$ cat config.mk
export PLATFORM = sky130hd
export DESIGN_NAME = norm_shift_ctrl
export DESIGN_NICKNAME = d
export VERILOG_FILES = /design/src/rtl/norm_shift_ctrl.sv
export SDC_FILE = /design/constraint.sdc
export NUM_CORES = 1
export LEC_CHECK = 0
export CAP_MARGIN = 5
export CORE_MARGIN = 2
export CORE_UTILIZATION = 40
export CTS_CLUSTER_SIZE = 16
export DETAILED_ROUTE_END_ITERATION = 8
export PLACE_DENSITY = 0.73
export SLEW_MARGIN = 0
export SYNTH_ARGS = -nofsm -noshare
export SYNTH_HDL_FRONTEND = slang
export SYNTH_SLANG_ARGS = --single-unit
$ cat constraint.sdc
create_clock -name clk -period 3.7 [get_ports clk]
set_input_delay 0.555 -clock clk [delete_from_list [all_inputs] [get_ports clk]]
set_output_delay 0.555 -clock clk [all_outputs]
set_load 0.01 [all_outputs]
$ cat src/rtl/norm_shift_ctrl.sv
// Leading-one normalization control for a 16-bit shift register.
// Loads an operand, shifts left until MSB=1, reports shift count and zero flag.
module norm_shift_ctrl #(
    parameter int WIDTH = 16,
    parameter int CNT_W = 5
) (
    input  logic             clk,
    input  logic             rst,
    input  logic             start,
    input  logic [WIDTH-1:0] data_in,
    input  logic             msb_in,
    output logic [WIDTH-1:0] par_in,
    output logic             ld,
    output logic             shl_en,
    output logic             shr_en,
    output logic             ser_in_l,
    output logic [CNT_W-1:0] shift_cnt,
    output logic             zero,
    output logic             busy,
    output logic             done
);

    typedef enum logic [1:0] {
        S_IDLE,
        S_LOAD,
        S_SHIFT,
        S_DONE
    } state_t;

    localparam logic [CNT_W-1:0] CNT_MAX = CNT_W'(WIDTH - 1);

    state_t state, next;
    logic   capture;
    logic   set_zero;

    assign shr_en   = 1'b0;
    assign ser_in_l = 1'b0;

    always_comb begin
        next     = state;
        capture  = 1'b0;
        set_zero = 1'b0;
        ld       = 1'b0;
        shl_en   = 1'b0;
        done     = 1'b0;
        busy     = (state != S_IDLE);
        unique case (state)
            S_IDLE: begin
                if (start) begin
                    capture = 1'b1;
                    next    = S_LOAD;
                end
            end
            S_LOAD: begin
                ld = 1'b1;
                if (par_in == '0) begin
                    set_zero = 1'b1;
                    next     = S_DONE;
                end else begin
                    next = S_SHIFT;
                end
            end
            S_SHIFT: begin
                // msb_in is the register output, so this is still edge-clean
                if (msb_in) begin
                    next = S_DONE;
                end else if (shift_cnt == CNT_MAX) begin
                    next = S_DONE;
                end else begin
                    shl_en = 1'b1;
                end
            end
            S_DONE: begin
                done = 1'b1;
                next = S_IDLE;
            end
            default: next = S_IDLE;
        endcase
    end

    always_ff @(posedge clk or negedge rst) begin
        if (!rst) begin
            state     <= S_IDLE;
            par_in    <= '0;
            shift_cnt <= '0;
            zero      <= 1'b0;
        end else begin
            state <= next;
            if (capture) begin
                par_in    <= data_in;
                shift_cnt <= '0;
                zero      <= 1'b0;
            end
            if (set_zero) begin
                zero <= 1'b1;
            end
            if (shl_en) begin
                shift_cnt <= shift_cnt + CNT_W'(1);
            end
        end
    end

endmodule

==> results by group, run 1 <==
CTS
  • Cts hold-fix bufs: 0
  • Clock slew at reported path FFs: 120 ps
  • # clock sinks: 24
  • Total CTS buffers: 3
  • Htree depth: 1
  • CTS tree: built
  • Cts repair resizes: 0
  • Clk root buf: clkbuf_4
  • Maximum buffer depth of the clock tree: 2
  • Post-CTS setup buffer count: 0
  • Clock latency at the later pin of the worst-skew pair: 310 ps

Drt
  • Via count: about 850
  • Highest Signal Layer: met4
  • WL/cell: roughly 14 um
  • WL met1: 992 um
  • Metal2 WL: 1.04 mm
  • ANT nets after route: 0
  • Remaining DRCs: 0
  • Drt total wl: roughly 2.3 mm
  • Via/cell ratio: about 5.1
  • Pre-antenna DRT Iters: 4
  • DR iter-0 viols: 32
  • Metal3 WL: 183 um

Floorplan
  • Core region area: 0.00271 mm2
  • Die area: 0.00324 mm2
  • Io pins: between 40 and 50
  • Die width: 56.9 um
  • Initial Utilization: between 40% and 50%
  • FP Rows: 19
  • Die extent in y: 56.9 um

Synthesis
  • Synth Area in Adders: 7.81%
  • Cells after Synth: slightly below 90
  • Mux share of post-synthesis cell area: 16.1%
  • Post-synth EDFFs: 0
  • Yosys warnings: 0
  • Top-area cell type share of the netlist area: a little over half
  • Synth Area in XOR/XNOR: 0%
  • Post-synthesis sequential area ratio: 53.6%
  • Avg Inst Size Synth: 12.6 um2
  • Synth async-reset ratio: 100%
  • Yosys cell types: 26
  • Compound-cell area share of the yosys netlist: 7.37%
  • Cell taking the most area after synthesis: dfrtp_1
  • Main combinational cell family by area after synthesis: multiplexers
  • Top_reg_cell synth: dfrtp_1
  • FF+latch count, synth: 24
  • Area contributors post-synth: dfrtp_1 54%, mux2_2 16%, ha_1 7.8%
  • Synth Area in Simple Gates: between 10% and 20%
  • Post-Syn Area: around 0.0011 mm2

Global route
  • GRT Residual Overflow: 0
  • First-pass GRT wire length: 3.90 mm
  • Largest net degree at the start of global routing: 25
  • GRT Util Overall: 15.2%
  • Vias in the first global route: 861
  • Initial antenna violation count: 0

Cells and area
  • Finished Layout Cells: 166
  • Synth-to-layout area growth: 46.4%
  • Nets: 163
  • Share of cells above drive strength 1: 18.5%
  • Fill cell count: 232
  • Ant diodes: 0

Critical path
  • Critical Path Sink: shl_en
  • Reg2Reg Depth: 8
  • Crit path kind: flop to output pin
  • Reg2reg setup slack: ~1500 ps
  • RR Endpoint: shift_cnt[2]$_DFFE_PN0P_
  • Crit. Startpoint: shift_cnt[0]$_DFFE_PN0P_
  • Worst-path fanout max: 8
  • Worst EP arrival: between 2000 and 3000 ps
  • Worst R2R Start: shift_cnt[0]$_DFFE_PN0P_
  • Setup crit start kind: flop
  • CP required: 3140 ps
  • CP Capture Type: output pin

Placement
  • Placed insts: 162
  • I/O Buffers: 45
  • GPL Wtd Cong: about 0.90
  • Final HPWL DP: 1.70 mm
  • Dpl ws: slightly above 900 ps

Job
  • MaxCap Viol Count: 0

Timing
  • RSZ-0062 raised after global routing: no
  • Worst slew margin: 30.7%
  • Final setup margin: 539 ps
  • Post-Route Skew: 5.45 ps
  • Slew @ Worst Pin: ~1000 ps
  • TNS Setup: 0 ps
  • Final hold vios: 0
  • Pins over their slew limit: 0
  • Fin Hold WS: 518 ps
  • Max Fclk: 0.316 GHz
  • Final Cycle Share: 85.4%
  • Setup Viol. Count Final: 0
  • Min cycle time layout: between 3000 and 4000 ps

Min path
  • Hold path startpoint: zero$_DFFE_PN0P_
  • HP Class: flop to flop

Power
  • P_leak: ~0.7 nW
  • Worst vdd rail ir drop: 581 uV
  • Total power: 1.26 mW
  • Pwr Density: 770 mW/mm2

Run status
  • Status: complete, no violations
-- worst max-delay path: stages (launching register included) --
cell and delay (ps):
dfrtp_1 460, ha_1 260, and3_1 220, ha_1 180, or3b_1 500, inv_2 140
clkdlybuf4s50_1 540
-- report_power, final --
part / switching, mW / total (mW) / internal (mW) / leakage [nW]
registers: 0.104 / 0.479 / 0.376 / 0.294
clock network: 0.0746 / 0.184 / 0.110 / 0.0279
logic: 0.237 / 0.600 / 0.363 / 0.392
total: 0.415 / 1.26 / 0.848 / 0.714
-- flip-flops by register name (all words and copies together), names as in the netlist --
register	cells
par_in	16
shift_cnt	5
state	2
zero	1
-- metal layers --
layer	global-route usage, %	vias to the layer above
met3	4.54	4
li1	-	401
met5	0	-
met4	4.98	0
met2	24.0	38
met1	20.1	405
-- worst min-delay path by stage --
stage	end	slack, ps	depth (start not counted)
finish	zero$_DFFE_PN0P_	520	1
global route	zero$_DFFE_PN0P_	520	1
CTS	zero$_DFFE_PN0P_	520	1
detailed placement	zero$_DFFE_PN0P_	490	1
global placement	zero$_DFFE_PN0P_	480	1
floorplan	par_in[0]$_DFFE_PN0P_	260	0
-- logic make-up (layout without fill, tap and decap cells) --
logic type	Yosys count	in the layout
other	1	2
AO/OA/AOI/OAI	13	13
AND/OR/NAND/NOR	19	19
multiplexers	16	16
buffers and inverters	9	54
flip-flops	24	24
adder cells (fa/ha/maj)	7	7
-- cell usage in the layout, fill, tap and decap left out --
cell             instances
a31oi_1                  1
o21ai_0                  7
a21oi_1                  1
nand4_1                  1
nand3_1                  3
or3b_1                   1
mux2_2                  16
clkbuf_4                 3
inv_1                    4
nor4_4                   1
or4_4                    1
bufinv_16                1
o21a_1                   1
nand3b_1                 1
and3_1                   1
nor3b_1                  1
a21o_2                   1
nand2_1                  6
dfrtp_1                 24
o21ai_1                  1
clkdlybuf4s50_1         45
nor4_1                   2
nor2_1                   1
a2bb2oi_2                1
inv_2                    1
conb_1                   2
ha_1                     7
-- layout make-up --
type | count | area (um2) | area share [%]
inverter | 5 | 18.8 | 1.14
clock buffer | 3 | 22.5 | 1.37
timing repair buffer | 45 | 450 | 27.4
tap | 31 | 38.8 | 2.36
multi-input combinational | 57 | 480 | 29.3
sequential | 24 | 601 | 36.6
clock inverter | 1 | 30.0 | 1.83
-- synth_stat cells, types with 2 or more instances --
library cell  count
nand3_1           3
buf_4             2
o21ai_0           7
inv_1             4
buf_2             2
nor4_1            2
dfrtp_1          24
nand2_1           6
ha_1              7
mux2_2           16
-- per-stage QoR --
| step | utilization (%) | area [um2] |
|---|---|---|
| finish | 60.6 | 1640 |
| global route | 60.6 | 1640 |
| CTS | 60.6 | 1640 |
| detailed placement | 58.6 | 1590 |
| global placement | 58.6 | 1590 |
| floorplan | - | 1120 |
(Power assumes the default switching activity.)
==> inputs of run 2 (changes only) <==
CORE_UTILIZATION = 44   (was 40)
PLACE_DENSITY = 0.8   (was 0.73)
SKIP_CTS_REPAIR_TIMING = 1   (was unset)
==> results by group, run 2 (same netlist as run 1, synthesis figures left out) <==
Min path
  • HP Class: flop to flop

Power
  • Worst vdd rail ir drop: 512 uV (-12%)
  • P_leak: 0.707 nW (-0.97%)
  • Pwr Density: 753 mW/mm2 (-2.1%)

Global route
  • Initial antenna violation count: 0 (unchanged)
  • Vias in the first global route: 882 (+2.4%)
  • Largest net degree at the start of global routing: 25 (unchanged)
  • GRT Util Overall: 18.6% (+3.4 points)
  • First-pass GRT wire length: 3.86 mm (-1.1%)
  • GRT Residual Overflow: 0 (unchanged)

Floorplan
  • FP Rows: 18 (-1)
  • Initial Utilization: 45.7% (+4.3 points)
  • Die extent in y: 54.5 um (-4.3%)
  • Die width: 54.5 um (-4.3%)
  • Core region area: 0.00245 mm2 (-9.4%)
  • Die area: 0.00297 mm2 (-8.5%)
  • Io pins: 48 (unchanged)

Critical path
  • Worst-path fanout max: 8 (unchanged)
  • Critical Path, Cell by Cell: ha_1 > and3_1 > ha_1 > or3b_1 > inv_2 > clkdlybuf4s50_1
  • Critical path's most frequent cell: ha_1
  • Worst EP arrival: 2550 ps (-60 ps)
  • Crit path kind: flop to output pin
  • Largest delay share family, worst path: simple AND/OR/NAND/NOR gates
  • Buf/Inv on CP: 2 (unchanged)
  • Slowest stage delay, CP: 540 ps (about the same)
  • CP required: 3140 ps (about the same)
  • Setup crit start kind: flop
  • CP Capture Type: output pin
  • Max stage delay cell, worst path: clkdlybuf4s50_1

Cells and area
  • Share of cells above drive strength 1: 18.5% (unchanged)
  • Final core occ: 66.2% (+5.6 points)
  • Finished Layout Cells: 165 (-0.60%)
  • Fill cell count: 194 (-16%)
  • Commonest non-fill, non-tap cell in the layout: clkdlybuf4s50_1
  • Biggest register: par_in
  • Ant diodes: 0 (unchanged)
  • Nets: 163 (unchanged)
  • Synth-to-layout area growth: 44.9%
  • Number of flip-flops in the largest register: 16 (unchanged)
  • Most frequent cells in the layout: 45 x clkdlybuf4s50_1, 24 x dfrtp_1, 16 x mux2_2
  • Top Registers: par_in: 16 flops, shift_cnt: 5 flops, state: 2 flops

Drt
  • Via/cell ratio: 5.22 (+2.3%)
  • WL/cell: 14.0 um (+3.1%)
  • Via count: 862 (+1.7%)
  • DR iter-0 viols: 15 (-53%)
  • Highest Signal Layer: met4
  • ANT nets after route: 0 (unchanged)
  • Pre-antenna DRT Iters: 4 (unchanged)
  • Metal2 WL: 1.12 mm (+7.6%)
  • Drt total wl: 2.31 mm (+2.4%)
  • WL met1: 1.01 mm (+1.7%)
  • Remaining DRCs: 0 (unchanged)
  • Metal3 WL: 132 um (-28%)

CTS
  • CTS tree: built
  • Htree depth: 1 (unchanged)
  • Clock latency at the later pin of the worst-skew pair: 320 ps (about the same)
  • Total CTS buffers: 3 (unchanged)
  • Clk root buf: clkbuf_4
  • Maximum buffer depth of the clock tree: 2 (unchanged)
  • # clock sinks: 24 (unchanged)
  • Clock slew at reported path FFs: 120 ps (about the same)

Timing
  • Min cycle time layout: 3100 ps (-58.5 ps)
  • Final hold vios: 0 (unchanged)
  • Fin Hold WS: 509 ps (-8.74 ps)
  • Pins over their slew limit: 0 (unchanged)
  • TNS Setup: 0 ps (unchanged)
  • Final Cycle Share: 83.9% (-1.6 points)
  • RSZ-0062 raised after global routing: no
  • Worst slew margin: 29.9% (-0.80 points)
  • Setup Viol. Count Final: 0 (unchanged)
  • Post-Route Skew: 4.53 ps (-0.927 ps)
  • Max Fclk: 0.322 GHz (+1.9%)
  • Slew @ Worst Pin: 1050 ps (+11.9 ps)

Run status
  • Status: complete, no violations

Placement
  • Final HPWL DP: 1.73 mm (+1.9%)
  • I/O Buffers: 45 (unchanged)
  • GPL Wtd Cong: 0.713 (-21%)
  • Placed insts: 161 (-0.62%)

Job
  • MaxCap Viol Count: 0 (unchanged)
-- run 2: cell count changes in the layout (fill, tap and decap cells not counted), sizes merged --
| cell | change |
|---|---|
| clkbuf | +1 |
| bufinv | -1 |
-- run 2: per-stage QoR --
step           cell area, um2  total power [mW]  setup slack, ps
2_1_floorplan            1120             0.771             1540
3_3_place_gp             1590              1.07             1010
3_5_place_dp             1590              1.09              949
4_1_cts                  1620              1.24              582
5_1_grt                  1620              1.32              457
6_report                 1620              1.22              597
-- run 2: report_power, final --
part | switching, mW | total [mW] | leakage [nW] | internal [mW]
Combinational | 0.242 | 0.606 | 0.392 | 0.364
Clock | 0.0787 | 0.139 | 0.0210 | 0.0602
Sequential | 0.102 | 0.478 | 0.294 | 0.376
Total | 0.423 | 1.22 | 0.707 | 0.801
-- run 2: layout make-up --
cell class | instances | area (um2) | share of cell area (%)
Sequential cell | 24 | 601 | 37.0
Multi-Input combinational cell | 57 | 480 | 29.6
Timing Repair Buffer | 45 | 450 | 27.7
Tap cell | 30 | 37.5 | 2.31
Clock buffer | 4 | 36.3 | 2.23
Inverter | 5 | 18.8 | 1.16
-- run 2: worst reg2reg max path, cell delays in order (launching register included) --
cell and delay [ps]:
dfrtp_1 460, ha_1 250, and3_1 190, ha_1 160, or3b_1 500, inv_2 140, a21oi_1 80, o21ai_0 160
o21ai_0 110
-- run 2: path summary, 6_finish.rpt --
kind | slack, ps | end | startpoint | cells past startpoint
worst max-delay path | 600 | shl_en | shift_cnt[0]$_DFFE_PN0P_ | 6
worst min-delay path | 510 | shift_cnt[3]$_DFFE_PN0P_ | shift_cnt[3]$_DFFE_PN0P_ | 1
worst max register to register | 1540 | shift_cnt[2]$_DFFE_PN0P_ | shift_cnt[0]$_DFFE_PN0P_ | 8
worst min register to register | 510 | shift_cnt[3]$_DFFE_PN0P_ | shift_cnt[3]$_DFFE_PN0P_ | 1
max in group asynchronous | 2280 | par_in[7]$_DFFE_PN0P_ | rst | 1
min in group asynchronous | 790 | par_in[11]$_DFFE_PN0P_ | rst | 1
-- run 2: routing by layer --
metal | track usage [%] | up-vias
li1 | - | 401
met3 | 4.64 | 5
met2 | 30.9 | 35
met5 | 0 | -
met4 | 9.17 | 0
met1 | 22.3 | 421
==> inputs of run 3 (changes only) <==
CORE_UTILIZATION = 41   (was 44)
PLACE_DENSITY = 0.75   (was 0.8)
clock period = 3.2 ns   (was 3.7 ns; I/O delays follow)
==> results by group, run 3 (same netlist as run 1, synthesis figures left out) <==
Power
  • Internal power: 0.983 mW (+23%)
  • Sw frac: 33.1% (-1.5 points)
  • Combinational power share: 47.5% (-2.1 points)
  • Sequential power share: 37.6% (-1.5 points)
  • Part of the power in the clock network: 14.9% (+3.5 points)
  • P_leak: 0.719 nW (+1.7%)
  • Worst vdd rail ir drop: 591 uV (+15%)
  • Pwr Density: 892 mW/mm2 (+18%)
  • Net Sw Power: 0.487 mW (+15%)

Cells and area
  • Most frequent cells in the layout: 45 x clkdlybuf4s50_1, 24 x dfrtp_1, 16 x mux2_2
  • Commonest non-fill, non-tap cell in the layout: clkdlybuf4s50_1
  • Finished Layout Cells: 166 (+0.61%)
  • Final core occ: 64.7% (-1.4 points)
  • Number of flip-flops in the largest register: 16 (unchanged)
  • Ant diodes: 0 (unchanged)
  • Biggest register: par_in
  • Synth-to-layout area growth: 47.0%
  • Nets: 164 (+0.61%)
  • Top Registers: par_in: 16 flops, shift_cnt: 5 flops, state: 2 flops
  • Share of cells above drive strength 1: 19.1% (+0.60 points)

Drt
  • DR iter-0 viols: 5 (-10)
  • Via count: 861 (-0.12%)
  • Remaining DRCs: 0 (unchanged)
  • Drt total wl: 2.31 mm (unchanged)
  • WL/cell: 13.9 um (-0.60%)
  • Pre-antenna DRT Iters: 3 (-1)
  • ANT nets after route: 0 (unchanged)
  • Via/cell ratio: 5.19 (-0.72%)

CTS
  • Clock latency at the later pin of the worst-skew pair: 320 ps (about the same)
  • Clock slew at reported path FFs: 130 ps (about the same)
  • Clk root buf: clkbuf_4
  • CTS tree: built
  • Total CTS buffers: 3 (unchanged)
  • Maximum buffer depth of the clock tree: 2 (unchanged)
  • # clock sinks: 24 (unchanged)
  • Htree depth: 1 (unchanged)

Floorplan
  • Initial Utilization: 44.1% (-1.6 points)
  • Die area: 0.00317 mm2 (+6.8%)
  • Die width: 56.3 um (+3.3%)
  • Io pins: 48 (unchanged)
  • Die extent in y: 56.3 um (+3.3%)
  • Core region area: 0.00254 mm2 (+3.7%)
  • FP Rows: 18 (unchanged)

Critical path
  • Worst R2R Start: shift_cnt[0]$_DFFE_PN0P_
  • Setup crit start kind: flop
  • Worst EP arrival: 2560 ps (about the same)
  • CP Capture Type: output pin
  • Crit. Startpoint: shift_cnt[0]$_DFFE_PN0P_
  • Crit path kind: flop to output pin
  • CP required: 2720 ps (-420 ps)
  • Worst-path fanout max: 8 (unchanged)

Placement
  • I/O Buffers: 45 (unchanged)
  • Final HPWL DP: 1.76 mm (+1.7%)
  • Placed insts: 162 (+0.62%)
  • GPL Wtd Cong: 0.816 (+15%)

Timing
  • Final Cycle Share: a little over nine tenths
  • Max Fclk: ~0.33 GHz
  • RSZ-0062 raised after global routing: no
  • TNS Setup: 0 ps (unchanged)
  • Slew @ Worst Pin: 755 ps (-293 ps)
  • Setup Viol. Count Final: 0 (unchanged)
  • Final hold vios: 0 (unchanged)
  • Min cycle time layout: 3040 ps
  • Pins over their slew limit: 0 (unchanged)
  • Worst slew margin: 49.5% (+20 points)
  • Post-Route Skew: 2.81 ps (-1.72 ps)

Global route
  • Most Used Layer, Global Route: met2
  • GRT Residual Overflow: 0 (unchanged)
  • GR Layer Usage met1: 19.0% (-3.3 points)
  • GRT Util Overall: 15.9% (-2.7 points)
  • Largest net degree at the start of global routing: 25 (unchanged)
  • Met3 usage: 6.68% (+2.0 points)
  • Vias in the first global route: 885 (+0.34%)
  • Met2 GRT Util: 25.4% (-5.5 points)
  • First-pass GRT wire length: 3.93 mm (+2.0%)
  • Initial antenna violation count: 0 (unchanged)

Job
  • MaxCap Viol Count: 0 (unchanged)

Min path
  • HP Class: input port to asynchronous set/reset pin

Run status
  • Status: complete, no violations
[run 3: changes by cell type in the layout (fill, tap and decap cells not counted), sizes merged]
cell    previous run  this run
buf                0         1
clkbuf             4         3
bufinv             0         1
[run 3: through the flow]
step / cell area [um2] / worst slack [ps] / hold WS, ps / power [mW]
after CTS: 1650 / 136 / 486 / 1.49
after floorplan: 1120 / 1110 / 184 / 0.892
after global routing: 1650 / 15.6 / 509 / 1.58
after detailed placement: 1600 / 522 / 474 / 1.26
final: 1650 / 157 / 493 / 1.47
after global placement: 1600 / 575 / 469 / 1.25
[run 3: power by group through the flow]
stage | combinational, mW | clock (mW) | sequential (mW)
detailed placement | 0.706 | 0 | 0.559
CTS | 0.710 | 0.229 | 0.554
floorplan | 0.297 | 0 | 0.595
global route | 0.759 | 0.242 | 0.575
finish | 0.698 | 0.219 | 0.552
global placement | 0.691 | 0 | 0.557
[run 3: worst max-delay path, stage by stage, from the launching register on]
cell and delay, ps:
dfrtp_1 450, ha_1 240, and3_1 190, ha_1 170, or3b_1 510, inv_2 140, clkdlybuf4s50_1 540
[run 3: per-layer routing]
layer / vias to the layer above / wire length, um
met3: 4 / 181
li1: 404 / -
met1: 423 / 955
met2: 30 / 1130
met5: - / 0
met4: 0 / 36
[run 3: final timing paths]
kind / to / cells after the start / slack, ps
hold / removal: par_in[3]$_DFFE_PN0P_ / 2 / 490
setup reg to reg: shift_cnt[2]$_DFFE_PN0P_ / 8 / 1050
min in group clk: zero$_DFFE_PN0P_ / 1 / 510
max in group asynchronous: par_in[2]$_DFFE_PN0P_ / 2 / 2470
hold reg to reg: zero$_DFFE_PN0P_ / 1 / 510
setup / recovery: shl_en / 6 / 160
[run 3: layout make-up]
type	count	area (um2)
fill	215	897
inverter	5	18.8
multi-input combinational	57	480
sequential	24	601
timing repair buffer	46	458
clock buffer	3	22.5
clock inverter	1	30.0
tap	30	37.5
